[config.mk]
export PLATFORM = sky130hd
export DESIGN_NAME = rom_reader_flat
export DESIGN_NICKNAME = d
export VERILOG_FILES = /design/src/rtl/rom_reader_pkg.sv /design/src/rtl/rom_reader_if.sv /design/src/rtl/rom_wait_counter.sv /design/src/rtl/rom_reader.sv /design/src/flat_wrapper.sv
export SDC_FILE = /design/constraint.sdc
export NUM_CORES = 1
export LEC_CHECK = 0
export BUFFER_PORTS_ARGS = -buffer_cell sky130_fd_sc_hd__buf_4
export CORE_MARGIN = 10
export CORE_UTILIZATION = 45
export CTS_CLUSTER_SIZE = 12
export DETAILED_ROUTE_END_ITERATION = 16
export PLACE_DENSITY = 0.82
export RECOVER_POWER = 50
export SETUP_SLACK_MARGIN = 0.4
export SLEW_MARGIN = 20
export SYNTH_ARGS = -nofsm -noshare
export SYNTH_HDL_FRONTEND = slang
export SYNTH_HIERARCHICAL = 1
export SYNTH_SLANG_ARGS = --single-unit
[constraint.sdc]
create_clock -name clk -period 2.35 [get_ports clk]
set_input_delay 0.235 -clock clk [delete_from_list [all_inputs] [get_ports clk]]
set_output_delay 0.235 -clock clk [all_outputs]
set_load 0.03 [all_outputs]
[src/rtl/rom_reader_pkg.sv]
// Shared widths, limits and FSM state type for the EPROM read controller.
package rom_reader_pkg;
  localparam int ROM_ADDR_W = 12;
  localparam int ROM_DATA_W = 8;
  localparam int WAIT_MAX   = 15;
  localparam int WAIT_W     = 4;

  localparam logic [WAIT_W-1:0] WAIT_ZERO = 4'd0;
  localparam logic [WAIT_W-1:0] WAIT_ONE  = 4'd1;

  typedef enum logic [1:0] {
    ST_IDLE    = 2'd0,
    ST_SETUP   = 2'd1,
    ST_ACCESS  = 2'd2,
    ST_RECOVER = 2'd3
  } rom_rd_state_t;
endpackage

[src/rtl/rom_reader_if.sv]
// Request/response and EPROM pin bundle for rom_reader.
// ROM_READER_CHECKSUM_EN adds the csum/csum_clr signals.
interface rom_reader_if;
  import rom_reader_pkg::*;

  logic                  req;
  logic [ROM_ADDR_W-1:0] addr;
  logic                  rdy;
  logic                  valid;
  logic [ROM_DATA_W-1:0] data;
  logic                  rom_e;
  logic                  rom_g;
  logic [ROM_ADDR_W-1:0] rom_a;
  logic [ROM_DATA_W-1:0] rom_q;
`ifdef ROM_READER_CHECKSUM_EN
  logic [ROM_DATA_W-1:0] csum;
  logic                  csum_clr;
`endif

  modport slave (
    input  req, addr, rom_q,
`ifdef ROM_READER_CHECKSUM_EN
    input  csum_clr,
    output csum,
`endif
    output rdy, valid, data, rom_e, rom_g, rom_a
  );

  modport master (
    output req, addr, rom_q,
`ifdef ROM_READER_CHECKSUM_EN
    output csum_clr,
    input  csum,
`endif
    input  rdy, valid, data, rom_e, rom_g, rom_a
  );
endinterface

[src/rtl/rom_wait_counter.sv]
// Access-time down counter: loads a start value, counts down to zero and stops.
module rom_wait_counter
  import rom_reader_pkg::*;
(
  input  logic              clk,
  input  logic              rst,
  input  logic              load,
  input  logic              dec,
  input  logic [WAIT_W-1:0] load_val,
  output logic              zero
);
  logic [WAIT_W-1:0] count_r;

  // Load wins over decrement; decrement saturates at zero.
  always_ff @(posedge clk) begin
    if (rst) begin
      count_r <= WAIT_ZERO;
    end else if (load) begin
      count_r <= load_val;
    end else if (dec && (count_r != WAIT_ZERO)) begin
      count_r <= count_r - WAIT_ONE;
    end else begin
      count_r <= count_r;
    end
  end

  assign zero = (count_r == WAIT_ZERO);
endmodule

[src/rtl/rom_reader.sv]
// EPROM read controller: IDLE -> SETUP -> ACCESS (WAIT_CYCLES) -> RECOVER.
// ROM_READER_CHECKSUM_EN adds a running mod-256 checksum of captured bytes.
module rom_reader
  import rom_reader_pkg::*;
#(
  parameter int unsigned WAIT_CYCLES = 3
) (
  input logic         clk,
  input logic         rst,
  rom_reader_if.slave bus
);
  if ((WAIT_CYCLES < 32'd1) || (WAIT_CYCLES > WAIT_MAX)) begin : g_bad_wait
    $error("rom_reader: WAIT_CYCLES must be within 1..15");
  end

  localparam logic [WAIT_W-1:0] LOAD_VAL = WAIT_W'(WAIT_CYCLES - 32'd1);

  rom_rd_state_t         state_r, state_s;
  logic                  zero_s, load_s, dec_s, capture_s, accept_s;
  logic                  rdy_s, rom_e_s, rom_g_s, valid_s;
  logic                  rdy_r, rom_e_r, rom_g_r, valid_r;
  logic [ROM_ADDR_W-1:0] rom_a_r;
  logic [ROM_DATA_W-1:0] data_r;

  assign accept_s  = (state_r == ST_IDLE) && bus.req;
  assign load_s    = (state_r == ST_SETUP);
  assign dec_s     = (state_r == ST_ACCESS) && !zero_s;
  assign capture_s = (state_r == ST_ACCESS) && zero_s;

  rom_wait_counter u_wait (
    .clk      (clk),
    .rst      (rst),
    .load     (load_s),
    .dec      (dec_s),
    .load_val (LOAD_VAL),
    .zero     (zero_s)
  );

  // State register.
  always_ff @(posedge clk) begin
    if (rst) begin
      state_r <= ST_IDLE;
    end else begin
      state_r <= state_s;
    end
  end

  // Next-state decode.
  always_comb begin
    state_s = state_r;
    case (state_r)
      ST_IDLE: begin
        if (bus.req) state_s = ST_SETUP;
        else         state_s = ST_IDLE;
      end
      ST_SETUP:  state_s = ST_ACCESS;
      ST_ACCESS: begin
        if (zero_s) state_s = ST_RECOVER;
        else        state_s = ST_ACCESS;
      end
      ST_RECOVER: state_s = ST_IDLE;
      default:    state_s = ST_IDLE;
    endcase
  end

  // Outputs decoded from the upcoming state so they can be registered.
  always_comb begin
    rdy_s   = 1'b0;
    rom_e_s = 1'b1;
    rom_g_s = 1'b1;
    valid_s = 1'b0;
    case (state_s)
      ST_IDLE:    rdy_s   = 1'b1;
      ST_SETUP:   rom_e_s = 1'b0;
      ST_ACCESS: begin
        rom_e_s = 1'b0;
        rom_g_s = 1'b0;
      end
      ST_RECOVER: valid_s = 1'b1;
      default:    rdy_s   = 1'b1;
    endcase
  end

  // Output registers; address latched on acceptance, byte on ACCESS exit.
  always_ff @(posedge clk) begin
    if (rst) begin
      rdy_r   <= 1'b1;
      rom_e_r <= 1'b1;
      rom_g_r <= 1'b1;
      valid_r <= 1'b0;
      rom_a_r <= {ROM_ADDR_W{1'b0}};
      data_r  <= {ROM_DATA_W{1'b0}};
    end else begin
      rdy_r   <= rdy_s;
      rom_e_r <= rom_e_s;
      rom_g_r <= rom_g_s;
      valid_r <= valid_s;
      rom_a_r <= accept_s  ? bus.addr  : rom_a_r;
      data_r  <= capture_s ? bus.rom_q : data_r;
    end
  end

  assign bus.rdy   = rdy_r;
  assign bus.rom_e = rom_e_r;
  assign bus.rom_g = rom_g_r;
  assign bus.valid = valid_r;
  assign bus.rom_a = rom_a_r;
  assign bus.data  = data_r;

`ifdef ROM_READER_CHECKSUM_EN
  logic [ROM_DATA_W-1:0] csum_r;

  // A clear coinciding with a capture restarts the sum from that byte.
  always_ff @(posedge clk) begin
    if (rst) begin
      csum_r <= {ROM_DATA_W{1'b0}};
    end else if (capture_s && bus.csum_clr) begin
      csum_r <= bus.rom_q;
    end else if (capture_s) begin
      csum_r <= csum_r + bus.rom_q;
    end else if (bus.csum_clr) begin
      csum_r <= {ROM_DATA_W{1'b0}};
    end else begin
      csum_r <= csum_r;
    end
  end

  assign bus.csum = csum_r;
`endif
endmodule

[src/flat_wrapper.sv]
// flat-port wrapper written by rule: the top's interface ports become plain ports
module rom_reader_flat import rom_reader_pkg::*;
#(
  parameter int unsigned WAIT_CYCLES = 3
)
  (clk, rst, bus_req, bus_addr, bus_rom_q, bus_rdy, bus_valid, bus_data, bus_rom_e, bus_rom_g, bus_rom_a);
  rom_reader_if bus_i ();
  input logic clk;
  input logic rst;
  input wire logic [$bits(bus_i.req)-1:0] bus_req;
  input wire logic [$bits(bus_i.addr)-1:0] bus_addr;
  input wire logic [$bits(bus_i.rom_q)-1:0] bus_rom_q;
  output wire logic [$bits(bus_i.rdy)-1:0] bus_rdy;
  output wire logic [$bits(bus_i.valid)-1:0] bus_valid;
  output wire logic [$bits(bus_i.data)-1:0] bus_data;
  output wire logic [$bits(bus_i.rom_e)-1:0] bus_rom_e;
  output wire logic [$bits(bus_i.rom_g)-1:0] bus_rom_g;
  output wire logic [$bits(bus_i.rom_a)-1:0] bus_rom_a;
  assign bus_i.req = bus_req;
  assign bus_i.addr = bus_addr;
  assign bus_i.rom_q = bus_rom_q;
  assign bus_rdy = bus_i.rdy;
  assign bus_valid = bus_i.valid;
  assign bus_data = bus_i.data;
  assign bus_rom_e = bus_i.rom_e;
  assign bus_rom_g = bus_i.rom_g;
  assign bus_rom_a = bus_i.rom_a;
  rom_reader #(.WAIT_CYCLES(WAIT_CYCLES)) u_core (.clk(clk), .rst(rst), .bus(bus_i));
endmodule
Word level (Yosys, flattened, before mapping)

Cells that the tools add are included.

Register bits after elaboration: 30
Bits of input ports: 23
Output and inout port bits: 24
Logic and storage cells: 37

Add/subtract/negate cells: 1
Eq/ne operators: 6
Muxes and demuxes: 9
Reduce and logical (&&, ||, !) cells: 12

Operator list:

| operator                                                            | count |
|---|---|
| 2-bit == test (second input constant)                               | 4 |
| 2-bit one-hot mux with 4 select lines                               | 1 |
| 1-bit 2-to-1 mux                                                    | 6 |
| 2-bit by 1-bit == test with 1-bit output (second input constant)    | 2 |
| 1-bit logical AND                                                   | 4 |
| 2-bit zero test                                                     | 2 |
| 4-bit zero test                                                     | 1 |
| 2-bit 2-to-1 mux                                                    | 2 |
| 4-bit nonzero test                                                  | 1 |
| 2-bit OR reduction                                                  | 2 |
| 4-bit by 1-bit subtractor with 4-bit output (second input constant) | 1 |
| 2-bit nonzero test                                                  | 1 |
| 1-bit zero test                                                     | 1 |

Logic depth before layout (Yosys ltp)

Word-level depth: 6
Mapped depth: 10
Gate-level depth less buffers: 8

Modules after synthesis

The synthesis kept the hierarchy.

By module, submodules not included:

| module           | instances | cells each | area each (µm²) | seq. area each (µm²) |
|---|---|---|---|---|
| rom_reader       | 1         | 117        | 1188.6          | 520.5 |
| rom_wait_counter | 1         | 29         | 262.8           | 80.1 |

Least setup slack after synthesis

No wires, ideal clock.

Kind: reg-to-reg
Start point: register u_core.u_wait.count_r[1]
End point: register u_core.u_wait.count_r[3]
Setup time: 0.126 ns
Arrival time: 2.108 ns
Data required time: 2.224 ns
Setup slack: 0.117 ns
Cell stages (with the launch flop): 11
Buffers on the path: 2
Path through: dfxtp_1 -> inv_1 -> ha_1 -> or3b_4 -> inv_1 -> buf_4 -> buf_6 -> nor2b_1 -> nor4b_2 -> mux2i_1 -> a211oi_1

Longest elaborated chain between the ends: 4

RTL lines:

| element                | line                   | text |
|---|---|---|
| start, declared        | rom_wait_counter.sv:12 | `logic [WAIT_W-1:0] count_r;` |
| start signal, assigned | rom_wait_counter.sv:19 | `count_r <= load_val;` |
| start signal, assigned | rom_wait_counter.sv:21 | `count_r <= count_r - WAIT_ONE;` |
| start signal, assigned | rom_wait_counter.sv:23 | `count_r <= count_r;` |
| 4-bit zero test        | rom_wait_counter.sv:27 | `assign zero = (count_r == WAIT_ZERO);` |
| via u_core.zero_s      | rom_reader.sv:19       | `logic zero_s, load_s, dec_s, capture_s, accept_s;` |
| 1-bit zero test        | rom_reader.sv:27       | `assign dec_s = (state_r == ST_ACCESS) && !zero_s;` |
| 1-bit logical AND      | rom_reader.sv:27       |  |
| via u_core.dec_s       | rom_reader.sv:19       |  |
| 1-bit logical AND      | rom_wait_counter.sv:20 | `end else if (dec && (count_r != WAIT_ZERO)) begin` |

The timed path passes the listed nets, and every way through them passes these cells.
A chain may end at the register's enable or synchronous reset.

Worst setup path in the final report

Start point: register u_core.u_wait.count_r[0]
End point: register u_core.rom_e_r, in the netlist u_core/bus.rom_e

Longest elaborated chain between the ends: 6

RTL lines:

| element                                                                          | line                   | text |
|---|---|---|
| 4-bit zero test *                                                                | rom_wait_counter.sv:27 |  |
| via u_core.zero_s                                                                | rom_reader.sv:19       |  |
| 1-bit 2-to-1 mux *                                                               | rom_reader.sv:58       | `if (zero_s) state_s = ST_RECOVER;` |
| 2-bit one-hot mux with 4 select lines *                                          | rom_reader.sv:51       | `case (state_r)` |
| 2-bit by 1-bit == test with 1-bit output / 2-bit == test (equally long branches) | rom_reader.sv:72       | `case (state_s)` |
| 2-bit OR reduction (no source line) *                                            | n/a                    |  |
| 1-bit 2-to-1 mux *                                                               | rom_reader.sv:72       |  |
| end signal, assigned                                                             | rom_reader.sv:95       | `rom_e_r <= rom_e_s;` |
| end, declared                                                                    | rom_reader.sv:21       | `logic rdy_r, rom_e_r, rom_g_r, valid_r;` |

Mark *: on every way through the listed nets, which the timed path passes. The rest lies on a longest branch.

==> qor.yml <==
sta:
  fin_setup_tns_ns: 0
  period_share_pct: 79.81
  drv_slew: 0
  slew_headroom_pct: 47.08
  setup_violations: 0
  hold_viol: 0
  worst_pin_slew_ns: 0.7937
  max_freq_mhz: 533.2
  rsz0062_at_grt: "yes"
  skew_ns: 0.006308
  fin_crit_ns: 1.876
  setup_ws_ns: 0.4744
die:
  num_rows: 20
  fp.dieW_um: 76.79
  floorplan.io_pins: 47
  core_sq_um: 3078
  die_height_um: 76.79
  fp.dieArea_sq_um: 5897
  start_util_pct: 47.15
logic_synthesis:
  synth_flop_cell: "dfxtp_1"
  synth.most_common_cell: "dfxtp_1"
  syn_area_sq_um: 1451
  seq_area_frac_synth_pct: 41.38
  synth_area_per_cell_sq_um: 9.941
  synth.largest_area_cell: "dfxtp_1"
  async_reset_ff_share_pct: 0
  synth_common_cells: "dfxtp_1 (30), nand3_1 (22), a21oi_1 (16)"
  synth_cell_types: 28
  synthTopCellsByArea: "dfxtp_1 (41%), a21bo_2 (9.0%), nand3_1 (7.6%)"
  ys_ff_latch: 30
  syn_inst: 146
  synth_edf_count: 0
  ys_warn_count: 6
  synth_top_area_share_pct: 41.38
place:
  dp.cells: 229
  gp_congestion: 0.6975
  port_buffers: 46
  place_ws_ns: 0.4089
  hpwl_um: 2522
global_routing:
  antenna_found_initial: 0
  grt_pass1_vias: 1230
  grt_first_pass_wirelength_um: 5761
  grtUsageTotal_pct: 11.76
  grt_start_max_net_pins: 32
  overflow: 0
detailed_routing:
  routed_via_density: 4.900
  vias: 1176
  ant_nets: 0
  drc_errors: 0
  detail_route.wl_per_cell_um: 14.03
  firstDrtPassIters: 4
  drt_iter0_drc: 34
  drt_wl_total_um: 3367
job:
  drv_cap: 0
status:
  status: "complete, no violations"
pwr:
  irDropWorstVdd_mv: 0.4155
  p_leak_nw: 0.7105
  power_w: 0.001361
  p_per_area_nw_per_um2: 747.9
final_layout:
  final_cells: 240
  syn2layout_area_growth_pct: 25.34
  num-fill-cells: 294
  nets: 224
  drive_gt1_share_pct: 31.63
  antennaDiodeCount: 0
worst_setup_path:
  required_ns: 2.63
  crit_fanout: 17
  criticalPathCategory: "flip-flop to flip-flop"
  arrival_ns: 2.16
  critPathCaptureType: "flip-flop"
  worst_setup_path_start_kind: "flip-flop"
clock_tree:
  clockRootBuffer: "clkbuf_4"
  cts_hold_buffers: 0
  numClockSinks: 30
  clock_latency_ns: 0.33
  cts_made_buffers: 5
  clock_path_buffers: 2
  cts_tree: "yes"
  htree_levels: 2
  clkSlewWorstSetupHoldPaths_ns: 0.09
worst_hold_path:
  hold_class: "input pin to flip-flop"
## worst paths after layout
check / start / end / slack (ns) / cells after the start
max: u_core/u_wait/count_r[0]$_SDFFE_PP0P_ / u_core/bus.rom_e$_SDFF_PP1_ / 0.47 / 9
min: bus_rom_q[3] / u_core/bus.data[3]$_SDFFE_PP0P_ / 0.16 / 3
max reg2reg: u_core/u_wait/count_r[0]$_SDFFE_PP0P_ / u_core/bus.rom_e$_SDFF_PP1_ / 0.47 / 9
min reg2reg: u_core/u_wait/count_r[2]$_SDFFE_PP0P_ / u_core/u_wait/count_r[2]$_SDFFE_PP0P_ / 0.56 / 2
## metrics by stage
step | hold slack, ns | utilization (%) | cell area [sq um]
detailed placement | 0.5091 | 58.62 | 1804
finish | 0.1574 | 59.11 | 1819
global route | 0.1451 | 59.11 | 1819
global placement | 0.5008 | 58.62 | 1804
floorplan | 0.2997 | - | 1490
CTS | 0.1471 | 61.18 | 1883
## worst max-delay path: stages, from the launching register on
cell,delay (ns)
dfxtp_2,0.35
inv_1,0.13
ha_4,0.16
or3b_4,0.42
inv_2,0.11
buf_8,0.16
nand3b_2,0.12
nand2_1,0.08
ha_1,0.22
nand2b_1,0.06
## report_power, final
part	leakage [nW]	internal, W	switching [W]
Combinational	0.425	0.000147	0.000235
Clock	0.0395	0.000226	0.000175
Sequential	0.246	0.000553	0.0000242
Total	0.711	0.000926	0.000434
## routing by layer
metal	GRT usage [%]	share of wire (%)
met1	12.68	43
met5	0	0
met4	4.647	2.3
met3	6.410	8.1
met2	18.80	47
## cell families (layout without fill, tap and decap cells)
group                      count (synthesis)  count (layout)  share of synthesized area (%)
AOI/OAI and AO/OA                         49              49                          28.28
and+or+nand+nor                           41              41                          15.43
DFF                                       30              30                          41.38
buffers and inverters                     17              65                          8.533
adders and majority gates                  6               6                          5.172
other                                      2               4                         0.5174
muxes                                      1               1                         0.6897
## layout make-up
type,count,area (sq um),area share (%)
clock buffer,7,45.04,2.476
clock inverter,1,30.03,1.651
inverter,6,22.52,1.238
multi-input combinational,101,763.2,41.95
sequential,30,603.1,33.15
tap,44,55.05,3.026
timing repair buffer,51,300.3,16.51
## registers in the layout, summed over array words and instances (netlist names)
register,flops
u_core/bus.rom_a,12
u_core/bus.data,8
u_core/u_wait/count_r,4
u_core/state_r,2
u_core/bus.rdy,1
u_core/bus.rom_e,1
u_core/bus.rom_g,1
u_core/bus.valid,1
## placed cells by master (no fill, tap or decap), types with 4 or more instances in the layout
| cell type | Yosys | routed |
|---|---|---|
| dfxtp_1 | 30 | 28 |
| clkbuf_1 | 0 | 26 |
| buf_4 | 2 | 26 |
| nand3_1 | 22 | 22 |
| a21oi_1 | 16 | 16 |
| a21bo_2 | 13 | 13 |
| a21bo_1 | 7 | 7 |
| a21oi_2 | 6 | 6 |
| clkbuf_4 | 0 | 5 |
| nand2_1 | 5 | 5 |
| ha_1 | 6 | 5 |
| nor2_1 | 5 | 5 |
| inv_1 | 6 | 4 |
| conb_1 | 2 | 4 |
## repair_timing
item,4_1_cts,5_1_grt
resized for setup,1,2
setup endpoints to repair,1,3
endpoints found under the hold margin,0,0
setup buffers,0,3
No activity file was read; power rests on OpenSTA's default activity.
